File: src/rtl/fetch_buffered_if.sv
// Fetch unit bus: redirect inputs, decoder-side queue head, and I-cache
// request/response handshake.
interface fetch_buffered_if;
  logic        clear;
  logic [31:0] new_pc;
  logic        clear_decoder;
  logic [31:0] new_pc_decoder;
  logic        need_inst;
  logic        inst_ready_out;
  logic [31:0] inst;
  logic [31:0] inst_addr;
  logic        fetch_ready_in;
  logic [31:0] output_next_PC;
  logic [31:0] inst_in;
  logic        instcache_ready_out;

  // fetch unit side
  modport master (
    input  clear, new_pc, clear_decoder, new_pc_decoder, need_inst,
           inst_in, instcache_ready_out,
    output inst_ready_out, inst, inst_addr, fetch_ready_in, output_next_PC
  );

  // environment side (decoder, ROB, I-cache)
  modport slave (
    output clear, new_pc, clear_decoder, new_pc_decoder, need_inst,
           inst_in, instcache_ready_out,
    input  inst_ready_out, inst, inst_addr, fetch_ready_in, output_next_PC
  );
endinterface

File: src/rtl/fetch_buffered.sv
// Buffered instruction fetch: one outstanding I-cache request at a time,
// responses land in a small circular queue read by the decoder. A redirect
// flushes the queue; a response to a request issued before the redirect is
// swallowed via the discard flag. Optional halt after control-flow opcodes.
module fetch_buffered #(
  parameter int          QUEUE_LOG2   = 2,
  parameter logic [31:0] RESET_PC     = 32'h0,
  parameter int          BRANCH_STALL = 1
) (
  input  logic clk,
  input  logic rst,
  input  logic rdy,
  fetch_buffered_if.master bus
);
  localparam int DEPTH = 1 << QUEUE_LOG2;
  localparam logic [QUEUE_LOG2-1:0] PTR_ONE = 1;
  localparam logic [QUEUE_LOG2:0]   CNT_ONE = 1;

  typedef enum logic [1:0] {S_IDLE, S_WAIT, S_HALT} state_t;

  state_t                state_q, state_d;
  logic [31:0]           pc_q, pc_d;
  logic [QUEUE_LOG2-1:0] head_q, head_d, tail_q, tail_d;
  logic [QUEUE_LOG2:0]   count_q, count_d;
  logic                  discard_q, discard_d;
  logic                  req_q, req_d;

  logic [31:0] inst_mem [DEPTH];
  logic [31:0] addr_mem [DEPTH];

  logic redirect, push, pop, is_cf, full;

  // next-state: FSM, pc, queue pointers; everything holds while rdy is low
  always_comb begin
    redirect  = bus.clear | bus.clear_decoder;
    full      = count_q[QUEUE_LOG2];  // count never exceeds DEPTH
    pop       = rdy && bus.need_inst && (count_q != '0) && !redirect;
    is_cf     = (bus.inst_in[6:0] == 7'b1101111) ||
                (bus.inst_in[6:0] == 7'b1100111) ||
                (bus.inst_in[6:0] == 7'b1100011);
    push      = rdy && (state_q == S_WAIT) && bus.instcache_ready_out &&
                !discard_q && !redirect;
    state_d   = state_q;
    pc_d      = pc_q;
    head_d    = head_q;
    tail_d    = tail_q;
    count_d   = count_q;
    discard_d = discard_q;
    req_d     = req_q;
    if (rdy) begin
      case (state_q)
        S_IDLE: begin
          // no request on a redirect cycle: pc is about to change
          if (!redirect && !full) begin
            state_d = S_WAIT;
            req_d   = 1'b1;
          end
        end
        S_WAIT: begin
          if (bus.instcache_ready_out) begin
            req_d     = 1'b0;
            discard_d = 1'b0;
            if (discard_q || redirect) begin
              state_d = S_IDLE;
            end else begin
              pc_d    = pc_q + 32'd4;
              state_d = ((BRANCH_STALL != 0) && is_cf) ? S_HALT : S_IDLE;
            end
          end else if (redirect) begin
            // stale request still in flight; swallow its response later
            discard_d = 1'b1;
            req_d     = 1'b0;
          end
        end
        S_HALT: begin
          if (redirect) state_d = S_IDLE;
        end
        default: state_d = S_IDLE;
      endcase
      if (redirect) begin
        head_d  = '0;
        tail_d  = '0;
        count_d = '0;
        pc_d    = bus.clear ? bus.new_pc : bus.new_pc_decoder;
      end else begin
        if (push) tail_d = tail_q + PTR_ONE;
        if (pop)  head_d = head_q + PTR_ONE;
        case ({push, pop})
          2'b10:   count_d = count_q + CNT_ONE;
          2'b01:   count_d = count_q - CNT_ONE;
          default: count_d = count_q;
        endcase
      end
    end
  end

  // control state register
  always_ff @(posedge clk or posedge rst) begin
    if (rst) begin
      state_q   <= S_IDLE;
      pc_q      <= RESET_PC;
      head_q    <= '0;
      tail_q    <= '0;
      count_q   <= '0;
      discard_q <= 1'b0;
      req_q     <= 1'b0;
    end else begin
      state_q   <= state_d;
      pc_q      <= pc_d;
      head_q    <= head_d;
      tail_q    <= tail_d;
      count_q   <= count_d;
      discard_q <= discard_d;
      req_q     <= req_d;
    end
  end

  // queue storage; contents are don't-care until counted in
  always_ff @(posedge clk) begin
    if (push) begin
      inst_mem[tail_q] <= bus.inst_in;
      addr_mem[tail_q] <= pc_q;
    end
  end

  // outputs; head is gated to zero when empty so reset shows zeros
  always_comb begin
    bus.fetch_ready_in = req_q;
    bus.output_next_PC = pc_q;
    bus.inst_ready_out = (count_q != '0);
    bus.inst           = bus.inst_ready_out ? inst_mem[head_q] : 32'h0;
    bus.inst_addr      = bus.inst_ready_out ? addr_mem[head_q] : 32'h0;
  end
endmodule

File: src/flat_wrapper.sv
// flat-port wrapper written by rule: the top's interface ports become plain ports
module fetch_buffered_flat 
#(
  parameter int          QUEUE_LOG2   = 2,
  parameter logic [31:0] RESET_PC     = 32'h0,
  parameter int          BRANCH_STALL = 1
)
  (clk, rst, rdy, bus_clear, bus_new_pc, bus_clear_decoder, bus_new_pc_decoder, bus_need_inst, bus_inst_in, bus_instcache_ready_out, bus_inst_ready_out, bus_inst, bus_inst_addr, bus_fetch_ready_in, bus_output_next_PC);
  fetch_buffered_if bus_i ();
  input  logic clk;
  input  logic rst;
  input  logic rdy;
  input wire logic [$bits(bus_i.clear)-1:0] bus_clear;
  input wire logic [$bits(bus_i.new_pc)-1:0] bus_new_pc;
  input wire logic [$bits(bus_i.clear_decoder)-1:0] bus_clear_decoder;
  input wire logic [$bits(bus_i.new_pc_decoder)-1:0] bus_new_pc_decoder;
  input wire logic [$bits(bus_i.need_inst)-1:0] bus_need_inst;
  input wire logic [$bits(bus_i.inst_in)-1:0] bus_inst_in;
  input wire logic [$bits(bus_i.instcache_ready_out)-1:0] bus_instcache_ready_out;
  output wire logic [$bits(bus_i.inst_ready_out)-1:0] bus_inst_ready_out;
  output wire logic [$bits(bus_i.inst)-1:0] bus_inst;
  output wire logic [$bits(bus_i.inst_addr)-1:0] bus_inst_addr;
  output wire logic [$bits(bus_i.fetch_ready_in)-1:0] bus_fetch_ready_in;
  output wire logic [$bits(bus_i.output_next_PC)-1:0] bus_output_next_PC;
  assign bus_i.clear = bus_clear;
  assign bus_i.new_pc = bus_new_pc;
  assign bus_i.clear_decoder = bus_clear_decoder;
  assign bus_i.new_pc_decoder = bus_new_pc_decoder;
  assign bus_i.need_inst = bus_need_inst;
  assign bus_i.inst_in = bus_inst_in;
  assign bus_i.instcache_ready_out = bus_instcache_ready_out;
  assign bus_inst_ready_out = bus_i.inst_ready_out;
  assign bus_inst = bus_i.inst;
  assign bus_inst_addr = bus_i.inst_addr;
  assign bus_fetch_ready_in = bus_i.fetch_ready_in;
  assign bus_output_next_PC = bus_i.output_next_PC;
  fetch_buffered #(.QUEUE_LOG2(QUEUE_LOG2), .RESET_PC(RESET_PC), .BRANCH_STALL(BRANCH_STALL)) u_core (.clk(clk), .rst(rst), .rdy(rdy), .bus(bus_i));
endmodule
File: config.mk
export PLATFORM = sky130hd
export DESIGN_NAME = fetch_buffered_flat
export DESIGN_NICKNAME = d
export VERILOG_FILES = /design/src/rtl/fetch_buffered_if.sv /design/src/rtl/fetch_buffered.sv /design/src/flat_wrapper.sv
export SDC_FILE = /design/constraint.sdc
export NUM_CORES = 1
export LEC_CHECK = 0
export ABC_AREA = 1
export BUFFER_PORTS_ARGS = -buffer_cell sky130_fd_sc_hd__buf_4
export CELL_PAD_IN_SITES_DETAIL_PLACEMENT = 0
export CELL_PAD_IN_SITES_GLOBAL_PLACEMENT = 2
export CORE_ASPECT_RATIO = 0.7
export CORE_MARGIN = 2
export CORE_UTILIZATION = 33
export CTS_CLUSTER_DIAMETER = 50
export CTS_CLUSTER_SIZE = 24
export DETAILED_ROUTE_END_ITERATION = 10
export PLACE_DENSITY_LB_ADDON = 0.1
export SYNTH_ARGS = -nofsm -noshare
export SYNTH_HDL_FRONTEND = slang
export SYNTH_SLANG_ARGS = --single-unit
File: constraint.sdc
create_clock -name clk -period 3.96 [get_ports clk]
set_clock_uncertainty 0.1 [all_clocks]
set_input_delay 0.594 -clock clk [delete_from_list [all_inputs] [get_ports clk]]
set_output_delay 0.594 -clock clk [all_outputs]
set_load 0.005 [all_outputs]
======== Word-level counts from Yosys, hierarchy flattened ========
Memory sizes are Yosys's and may differ from the RTL's.
Cells that the tools add are included.
word-level totals
  bits in registers ....................... 43
  bits in latches ......................... 0
  memory bits (writable) .................. 256
  memory bits (read-only) ................. 0
  input port bits ......................... 103
  logic and storage cells ................. 83
  memories ................................ 2
cells by class
  add/sub/neg operators ................... 5
  multiply operators ...................... 0
  div/mod/pow operators ................... 0
  $lt $le $gt $ge ......................... 0
  eq/ne operators ......................... 12
  shift-type cells ........................ 0
  mux-type cells .......................... 27
  bitwise gates (word level) .............. 1
  reduce and logical (&&, ||, !) cells .... 29
memory list
  name             words  bits a word  rd ports  clocked after memory_dff  write ports  line                  text
  u_core.addr_mem  4      32           1         0                         1            fetch_buffered.sv:29  logic [31:0] addr_mem [DEPTH];
  u_core.inst_mem  4      32           1         0                         1            fetch_buffered.sv:28  logic [31:0] inst_mem [DEPTH];
operator list
  cell                                                                     count
  32-bit 2-to-1 mux                                                        7
  32-bit by 3-bit adder with 32-bit output, second input constant          1
  7-bit == test, second input constant                                     3
  2-bit 2-to-1 mux                                                         9
  4-bit AND reduction                                                      3
  2-bit nonzero test                                                       5
  1-bit logical AND                                                        8
  1-bit 2-to-1 mux                                                         7
  2-bit by 1-bit inequality test with 1-bit output, second input constant  3
  2-bit one-hot mux with 3 select lines                                    1
  3-bit one-hot mux with 2 select lines                                    1
  2-bit AND reduction                                                      3
  3-bit nonzero test                                                       2
  2-bit by 1-bit adder with 2-bit output, second input constant            2
  2-bit by 1-bit == test with 1-bit output, second input constant          2
  2-bit == test, second input constant                                     2
  3-bit by 1-bit adder with 3-bit output, second input constant            1
  1-bit zero test                                                          3
  1-bit logical OR                                                         3
  3-bit 2-to-1 mux                                                         1
  3-bit by 2-bit inequality test with 1-bit output, second input constant  1
  3-bit AND reduction                                                      1
  3-bit by 1-bit subtractor with 3-bit output, second input constant       1
  2-bit zero test                                                          1
  3 further kinds                                                          3

======== Depth between registers and ports, before layout ========
Gate-level depths: netlist of run 1.
  word-level depth ........................ 8
  depth in mapped cells ................... 11
  depth with buffers taken out ............ 10

======== Worst setup path after synthesis of run 1 ========
OpenSTA, ideal clock, no wires.
  path kind ............................... in2reg
  from .................................... input bus_clear
  to ...................................... memory u_core.addr_mem[0][0] (enable)
  arrival time ............................ 4.033 ns
  required time ........................... 3.373 ns
  slack ................................... -0.660 ns
  stages .................................. 5
  cell sequence ........................... buf_2 nor2_4 buf_1 nand2_1 nor2_1
on the way
  longest elaborated chain between the ends .. 5
RTL lines
  what                                    line                   text
  from (decl)                             flat_wrapper.sv:13     input wire logic [$bits(bus_i.clear)-1:0] bus_clear;
  1-bit bitwise OR                        fetch_buffered.sv:35   redirect = bus.clear | bus.clear_decoder;
  1-bit zero test                         fetch_buffered.sv:42   !discard_q && !redirect;
  1-bit logical AND                       fetch_buffered.sv:42
  1-bit 2-to-1 mux                        fetch_buffered.sv:120  if (push) begin
  1-bit 2-to-1 mux (not written as such)  fetch_buffered.sv:122  addr_mem[tail_q] <= pc_q;
  to (decl)                               fetch_buffered.sv:29
No other way between the ends.

======== Worst setup path after layout of run 1 ========
  from .................................... register u_core.head_q[1]
  to ...................................... output bus_inst_addr[11]
on the way
  longest elaborated chain between the ends .. 2
RTL lines
  what                    line                   text
  from (decl)             fetch_buffered.sv:23   logic [QUEUE_LOG2-1:0] head_q, head_d, tail_q, tail_d;
  from (signal assigned)  fetch_buffered.sv:102  head_q <= '0;
  from (signal assigned)  fetch_buffered.sv:110  head_q <= head_d;
  memory 4 x 32 bit       -
  32-bit 2-to-1 mux       fetch_buffered.sv:132  bus.inst_addr = bus.inst_ready_out ? addr_mem[head_q] : 32'h0;
  to (decl)               flat_wrapper.sv:22     output wire logic [$bits(bus_i.inst_addr)-1:0] bus_inst_addr;
No other way between the ends.

==> results.cfg, run 1 <==
[place]
postPlaceCellArea_um2 = 15210
portBuffers = 200
place.gp.congestion = 0.8034
dpl.hpwl_mm = 24.31

[route]
routedWlPerCell_um = 19.30
top_layer = met4
drc_errors = 0
drt_pre_antenna_iters = 5
avgViaCountPerCell = 4.778
antenna_left = 0
met2_length_mm = 16.38
route.met3.wl_mm = 1.594
wl_met1_mm = 20.34
finalWirelength_mm = 39.02
drtIter0Drc = 667
vias = 9656

[synth]
synth-seq-cells = 299
syn_inst = 1283
ys_types = 31
syn-num-nets = 1393
netlist_area_um2 = 13070
postSynthAreaPerCell_um2 = 10.19
ys_warn_count = 0
seq_area_frac_synth_pct = 67.06

[die]
num_io_pins = 201
core_area_um2 = 38740
dieWidth_um = 241.9
dieArea_um2 = 41240
start_util_pct = 33.74
num_rows = 60
die-height_um = 170.5

[pwr]
combPwrFrac_pct = 10.1
netSwitchingFraction_pct = 26.10
p_leak_uw = 0.006244
power_density_nw_per_um2 = 484.4
switchingPower_uw = 2065
peakVddDrop_mv = 0.2479
total_power_uw = 7910
clock_power_share_pct = 39.8
internal-power_uw = 5845
seqPwrFrac_pct = 50.1

[timing]
hold_ws_ps = 83.69
period_needed_ps = 3096
drv_slew = 0
rsz0062_at_grt = no
setup_viol = 0
finalHoldViolations = 0
max_freq_ghz = 0.3230
maxSlewHeadroom_pct = 35.88
min_period_over_period_pct = 78.19
worst_pin_slew_ps = 960.8

[clock_tree]
ctsHoldBuffers = 0
h-tree-depth = 2
cts_resized = 0
postCtsSetupRepairBufs = 0
clkTransAtPathRegs_ps = 70
cts.root.buffer_cell = clkbuf_16
cts_tree = done
clk_latency_ps = 520
cts.sinks = 299
clk_path_buf_depth = 3
numCtsBuffers = 34

[status]
status = finished clean

[final_layout]
layout_common_cells = 392 x nor2_1, 256 x edfxtp_1, 212 x buf_4, 159 x o21ai_0, 113 x nand2_1
num_antenna_cells = 0
design_area_um2 = 16330
layout-drive-gt1-share_pct = 19.28
area_delta_synth_final_pct = 24.94
final_nets = 1580
ff_latch_area_um2 = 8768
n_fill_cell = 3774
multiInputGateArea_um2 = 3835
final_common_cell = nor2_1

[critical_path]
end_kind = output port
cp.required_ps = 3270
setup.worst_path.class = register to output port
crit_fanout = 33
critPathLaunchType = register
rrSetupSlack_ps = 1170
critical_path_arrival_ps = 2400

[global_route]
grt_first_pass_wirelength_mm = 59.02
antenna_found_initial = 0
grtUsageTotal_pct = 18.84
gr-total-overflow = 0
grt_pass1_vias = 9442
grt_max_degree = 90

[worst_hold_path]
min_path_type = input port to asynchronous set/reset pin

[run]
cap_violations = 0
-- metal layers --
layer | global-route usage (%) | vias to the layer above
li1 | - | 4767
met4 | 4.777 | 0
met5 | 0 | -
met2 | 27.45 | 198
met3 | 3.263 | 44
met1 | 28.88 | 4647
-- sequential cells by signal, indices dropped and copies added (netlist names) --
name,flops
u_core.addr_mem,128
u_core.bus.fetch_ready_in,1
u_core.bus.output_next_PC,32
u_core.count_q,3
u_core.discard_q,1
u_core.head_q,2
u_core.inst_mem,128
u_core.state_q,2
u_core.tail_q,2
-- stage by stage --
step | TNS [ps] | worst slack (ps) | std cells | utilization [%]
2_1_floorplan | -168890 | -659.7 | 1283 | -
3_3_place_gp | 0 | 1038 | 1961 | 39.27
3_5_place_dp | 0 | 1032 | 1961 | 39.27
4_1_cts | 0 | 808.6 | 2021 | 42.15
5_1_grt | 0 | 677.5 | 2021 | 42.15
6_report | 0 | 863.8 | 2021 | 42.15
-- power by group through the flow --
stage	registers [uW]	clock network, uW	logic (uW)
5_1_grt	3990	3370	896
3_5_place_dp	4030	0	798
6_report	3960	3150	797
3_3_place_gp	4030	0	800
2_1_floorplan	3860	0	414
4_1_cts	3970	3240	804
-- cell usage after synthesis --
cell type / number / area share (%)
nor3_4: 1 / 0.12
nor2_1: 396 / 11
nand2_1: 113 / 3.2
nand4_1: 2 / 0.096
a21oi_1: 108 / 4.1
inv_4: 1 / 0.048
o21ai_1: 3 / 0.11
nand3_1: 44 / 1.7
nor3b_1: 1 / 0.057
nor3_1: 2 / 0.077
ha_1: 6 / 0.57
a22oi_1: 5 / 0.29
inv_2: 3 / 0.086
nor2_4: 1 / 0.086
or2_2: 1 / 0.048
and2_1: 2 / 0.096
clkbuf_1: 26 / 0.75
fa_1: 1 / 0.15
buf_4: 4 / 0.23
o21ai_0: 159 / 6.1
xor2_1: 2 / 0.13
buf_2: 15 / 0.57
edfxtp_1: 256 / 59
xnor2_1: 1 / 0.067
dfrtp_1: 43 / 8.2
inv_1: 53 / 1.5
a31oi_1: 7 / 0.34
buf_1: 23 / 0.66
o22ai_1: 2 / 0.096
nand2_2: 1 / 0.048
nor2_8: 1 / 0.15
-- path summary, 6_finish.rpt --
| kind | from | to | cells after the start |
|---|---|---|---|
| setup / recovery | u_core.head_q[1] | bus_inst_addr[11] | 6 |
| hold / removal | rst | u_core.count_q[2] | 2 |
| setup reg to reg | u_core.state_q[1] | u_core.count_q[2] | 10 |
| hold reg to reg | u_core.tail_q[0] | u_core.tail_q[0] | 1 |
| max in group asynchronous | rst | u_core.head_q[0] | 3 |
| min in group clk | bus_inst_in[22] | u_core.inst_mem[0][22] | 1 |
-- cell type report --
class	count	area share [%]
inverters	57	1.333
flip-flops and latches	299	53.70
well taps	527	4.038
clock inverters	18	1.126
clock buffers	42	5.709
multi-input cells	859	23.49
repair buffers	219	10.61
-- cell families (layout without fill, tap and decap cells) --
logic type / after synthesis / in the layout / synth area share, %
DFF: 299 / 299 / 67.06
AOI/OAI and AO/OA: 284 / 284 / 11.06
xor gates and xnor gates: 3 / 3 / 0.2011
and+or+nand+nor: 565 / 565 / 17.09
buffers and inverters: 125 / 336 / 3.868
adders and majority gates: 7 / 7 / 0.7276
-- worst max-delay path, stage by stage (launching register included) --
cell and delay, ps:
dfrtp_2 410, inv_2 610, buf_4 380, nor2_1 80
o21ai_0 80, a21oi_1 110, buf_4 200
No activity file was read; power rests on OpenSTA's default activity.
==> run 2: changes to the inputs <==
Settings changed: ABC_AREA 1 to 0, CORE_UTILIZATION 33 to 41.
Clock period 3.96 ns to 3.05 ns, I/O delays scaled along.
==> run 2 against run 1 <==
Clock power up 12%. Total power up 14%. First-iteration DRC count down 6.6%. Critical path type unchanged.
==> results.cfg, run 2 <==
[critical_path]
setup.worst_path.class = register to output port
end_kind = output port
cp.required_ps = 2490
critPathLaunchType = register
crit_fanout = 36
critical_path_arrival_ps = 2380

[synth]
postSynthAreaPerCell_um2 = 16.11
synth-seq-cells = 299
netlist_top_cells_count = 256 x edfxtp_1, 69 x and2_1, 64 x mux4_2, 43 x dfrtp_1
netlist_area_um2 = 12660
synth_enable_flop_cells = 256
syn_inst = 786
ys_warn_count = 0
yosys.area.top_type = edfxtp_1
ys.flop_type = edfxtp_1
seq_area_frac_synth_pct = 69.22
synth_top_area_share_pct = 60.72
ys_types = 66
async_flop_share_pct = 14.38
syn-num-nets = 896
ys_top_cells_by_area = edfxtp_1 61%, mux4_2 11%, dfrtp_1 8.5%
yosysMostFrequentCell = edfxtp_1

[place]
dpl.hpwl_mm = 22.85
place.gp.congestion = 0.7917
dpl_worst_slack_ps = 327.7
postPlaceCellArea_um2 = 14970
portBuffers = 200

[final_layout]
area_delta_synth_final_pct = 26.72
layout-drive-gt1-share_pct = 35.80
final_common_cell = edfxtp_1
multiInputGateArea_um2 = 3671
design_area_um2 = 16040
layout_common_cells = 256 x edfxtp_1, 228 x buf_4, 65 x and2_1, 64 x mux4_2, 41 x dfrtp_1
ff_latch_area_um2 = 8771
n_fill_cell = 2502
num_antenna_cells = 0
final_nets = 1131

[timing]
min_period_over_period_pct = 96.41
drv_slew = 0
finalHoldViolations = 0
setup_viol = 0
worst_pin_slew_ps = 708.8
period_needed_ps = 2940
max_freq_ghz = 0.3401
maxSlewHeadroom_pct = 52.75
worst_slack_ps = 109.6
setup_tns_ps = 0
rsz0062_at_grt = no

[clock_tree]
numCtsBuffers = 25
cts.root.buffer_cell = clkbuf_16
clkTransAtPathRegs_ps = 80
cts.sinks = 299
h-tree-depth = 1
cts_tree = done
clk_path_buf_depth = 3
clk_latency_ps = 540
cts_resized = 0

[route]
routedWlPerCell_um = 23.66
antenna_left = 0
avgViaCountPerCell = 5.586
drtIter0Drc = 623
finalWirelength_mm = 34.33
drt_pre_antenna_iters = 5
vias = 8106
drc_errors = 0

[run]
cap_violations = 0

[status]
status = finished clean

[worst_hold_path]
min_path_type = input port to register

[die]
start_util_pct = 41.96
core_area_um2 = 30170
num_io_pins = 201
num_rows = 53
die-height_um = 151.0
dieArea_um2 = 32320
dieWidth_um = 214.0

[global_route]
grtUsageTotal_pct = 21.22
grt_max_degree = 69
gr-total-overflow = 0
grt_first_pass_wirelength_mm = 51.19
antenna_found_initial = 0
grt_pass1_vias = 8315

[pwr]
peakVddDrop_mv = 0.3309
power_density_nw_per_um2 = 562.4
p_leak_uw = 0.005702
total_power_uw = 9024
run 2: cell types whose count changed after synthesis, sizes merged, moves of 9 or more:
cell | previous run | this run
a21oi | 108 | 33
nand2 | 114 | 33
nor2 | 398 | 32
inv | 57 | 16
and2 | 2 | 69
buf | 42 | 7
mux4 | 0 | 64
clkbuf | 26 | 39
nand3 | 44 | 14
o22ai | 2 | 11
o21ai | 162 | 40
run 2: timing repair:
| item | in CTS | in global routing |
|---|---|---|
| hold endpoints to repair | 73 | 2 |
| buffers inserted | 1 | 0 |
| hold buffers | 12 | 1 |
| setup endpoints to repair | 39 | 0 |
run 2: critical path, cell delays in order, from the launching register on:
cell,delay [ps]
dfrtp_4,860
buf_4,310
mux4_2,350
and2_1,180
buf_4,130
run 2: kinds of logic after synthesis:
logic type / after synthesis / synth area share [%]
flops: 299 / 69.22
simple gates: 200 / 8.706
compound gates: 149 / 7.728
mux: 67 / 11.63
buf+inv: 63 / 1.897
fa+ha+maj: 7 / 0.7511
xor+xnor: 1 / 0.06919
run 2: final cells by class:
cell class | count | area share, %
multi-input combinational | 424 | 22.88
tap | 412 | 3.213
clock buffer | 25 | 3.899
clock inverter | 20 | 1.794
timing repair buffer | 254 | 13.15
inverter | 17 | 0.3977
sequential | 299 | 54.67
run 2: worst paths after layout:
path / from / end / slack, ps / cells after the start
setup / recovery: u_core.head_q[1] / bus_inst_addr[0] / 110 / 4
hold / removal: bus_inst_in[8] / u_core.inst_mem[0][8] / 20 / 1
setup reg to reg: u_core.bus.output_next_PC[3] / u_core.bus.output_next_PC[26] / 290 / 6
hold reg to reg: u_core.count_q[1] / u_core.count_q[1] / 470 / 1
max in group asynchronous: rst / u_core.head_q[1] / 1840 / 4
min in group asynchronous: rst / u_core.bus.output_next_PC[7] / 530 / 4
run 2: layer usage:
layer | part of all wire [%] | GRT usage, % | routed length (um)
met5 | 0 | 0 | 0
met4 | 2.0 | 5.315 | 692
met3 | 6.2 | 3.574 | 2144
met2 | 45 | 32.95 | 15510
met1 | 47 | 31.37 | 15980
run 2: power breakdown:
part / internal (uW) / leakage [uW] / switching (uW)
logic: 343 / 0.00245 / 349
clock network: 1870 / 0.000440 / 1660
registers: 4590 / 0.00281 / 219
total: 6800 / 0.00570 / 2220
run 2: stage by stage:
step	std cells	hold WS [ps]	utilization, %
final	1451	22.68	53.17
after global routing	1451	0.4085	53.17
after CTS	1450	0.6102	53.14
after detailed placement	1392	436.1	49.62
after global placement	1392	426.0	49.62
after floorplan	786	390.9	-
==> run 3: changes to the inputs <==
Settings changed: PLACE_DENSITY_LB_ADDON 0.1 to 0.25.
==> run 3 against run 2 <==
Die area unchanged. Routed wire length decreased by 3.9%. Core utilization increased by 0.44 points. Count of clock-buffer cells in the layout increased by 1. Combinational power increased by 5.1%. Sequential power about the same. Flip-flop and latch count unchanged. Clock power increased by 5%. Largest cell class unchanged. Largest power group unchanged.
==> results.cfg, run 3 (synthesis gave the netlist of run 2 again) <==
[timing]
period_needed_ps = 2858
worst_pin_slew_ps = 871.8
setup_viol = 0
drv_slew = 0
max_freq_ghz = 0.3499
rsz0062_at_grt = no
min_period_over_period_pct = 93.71
finalHoldViolations = 0
hold_ws_ps = 18.54
maxSlewHeadroom_pct = 41.52
setup_tns_ps = 0

[place]
dpl.hpwl_mm = 22.07
portBuffers = 200
place.gp.congestion = 0.8063

[critical_path]
setup.worst_path.class = register to output port
crit_fanout = 53
cp.required_ps = 2490
cpMaxStageDelayCell = mux4_2
critical_path_arrival_ps = 2300
end_kind = output port
r2r_cells = 6
critPathLaunchType = register
slowest_delay_ps = 570
crit_chain = buf_12 -> mux4_2 -> and2_1 -> buf_4

[final_layout]
layout-drive-gt1-share_pct = 35.80
num_antenna_cells = 0
final_common_cell = edfxtp_1
multiInputGateArea_um2 = 3671
area_delta_synth_final_pct = 27.78
final_nets = 1143
n_fill_cell = 2517
layout_common_cells = 256 x edfxtp_1, 232 x buf_4, 65 x and2_1, 64 x mux4_2, 41 x dfrtp_1
ff_latch_area_um2 = 8771

[clock_tree]
cts_tree = done
cts.sinks = 299
cts.root.buffer_cell = clkbuf_16
h-tree-depth = 1
clk_path_buf_depth = 3
postCtsSetupRepairBufs = 0
clk_latency_ps = 560
ctsHoldBuffers = 19
numCtsBuffers = 26
clkTransAtPathRegs_ps = 80
cts_resized = 0

[die]
start_util_pct = 41.96
num_rows = 53
die-height_um = 151.0
core_area_um2 = 30170
dieWidth_um = 214.0
dieArea_um2 = 32320
num_io_pins = 201

[route]
finalWirelength_mm = 33.01
routedWlPerCell_um = 22.53
drt_pre_antenna_iters = 5
vias = 7955
antenna_left = 0
drtIter0Drc = 718
drc_errors = 0
avgViaCountPerCell = 5.430

[worst_hold_path]
min_path_type = input port to register
holdPathStages = 1

[global_route]
gr-total-overflow = 0
grt_pass1_vias = 7868
busiest_layer = met2
antenna_found_initial = 1
use_met3_pct = 3.193
grtUsageTotal_pct = 20.40
met1_usage_pct = 30.99
grt_use_met2_pct = 30.99
grt_first_pass_wirelength_mm = 49.58
grt_max_degree = 69

[pwr]
internal-power_uw = 6838
total_power_uw = 9205
combPwrFrac_pct = 7.9
seqPwrFrac_pct = 52.1
power_density_nw_per_um2 = 569.0
peakVddDrop_mv = 0.3074
clock_power_share_pct = 40.0
switchingPower_uw = 2367
p_leak_uw = 0.005764
netSwitchingFraction_pct = 25.71

[status]
status = finished clean

[run]
cap_violations = 0
run 3: cell count changes in the layout (fill, tap and decap cells not counted):
cell           previous run  this run
inv_12                    1         4
inv_8                     4         5
buf_12                   12        11
buf_4                   228       232
bufinv_16                 3         2
buf_16                    1         0
clkbuf_16                25        26
clkinv_8                  3         5
dlygate4sd3_1            13        22
inv_6                     5         2
run 3: final timing paths:
path / startpoint / end / slack (ps)
min reg2reg: u_core.bus.fetch_ready_in / u_core.bus.fetch_ready_in / 430
max in group asynchronous: rst / u_core.bus.output_next_PC[14] / 1630
min in group asynchronous: rst / u_core.bus.fetch_ready_in / 440
min: bus_inst_in[3] / u_core.inst_mem[0][3] / 20
max: u_core.head_q[0] / bus_inst_addr[27] / 190
max reg2reg: u_core.bus.output_next_PC[3] / u_core.bus.output_next_PC[26] / 250
run 3: final cells by class:
class	instances	area share (%)
clock buffer	26	4.022
clock inverter	22	2.003
inverter	17	0.3944
multi-input combinational	424	22.69
sequential	299	54.22
tap	412	3.186
timing repair buffer	265	13.49
run 3: per-stage QoR:
stage	worst slack (ps)	instance area, um2	cells	utilization, %
floorplan	326.1	12670	786	-
global placement	276.6	14980	1395	49.66
detailed placement	272.0	14980	1395	49.66
CTS	137.3	16150	1462	53.52
global route	69.84	16180	1465	53.62
finish	191.9	16180	1465	53.62
run 3: worst max-delay path: cells and delay by family, from the launching register on:
| family | cells | cell delay (ps) |
|---|---|---|
| muxes | 1 | 570 |
| DFF | 1 | 430 |
| and+or+nand+nor | 1 | 170 |
| buffers and inverters | 2 | 520 |
run 3: power groups by stage:
stage | Combinational (uW) | Sequential (uW) | Clock, uW
global placement | 705 | 4870 | 0
detailed placement | 706 | 4880 | 0
finish | 727 | 4790 | 3690
CTS | 729 | 4790 | 3740
global route | 793 | 4820 | 3920
floorplan | 266 | 4820 | 0
run 3: metal layers:
layer	wire (um)	share of wire (%)	vias up
met2	14810	45	240
met4	714	2.2	2
li1	-	-	3632
met5	12	0.036	-
met3	1815	5.5	46
met1	15650	47	4035
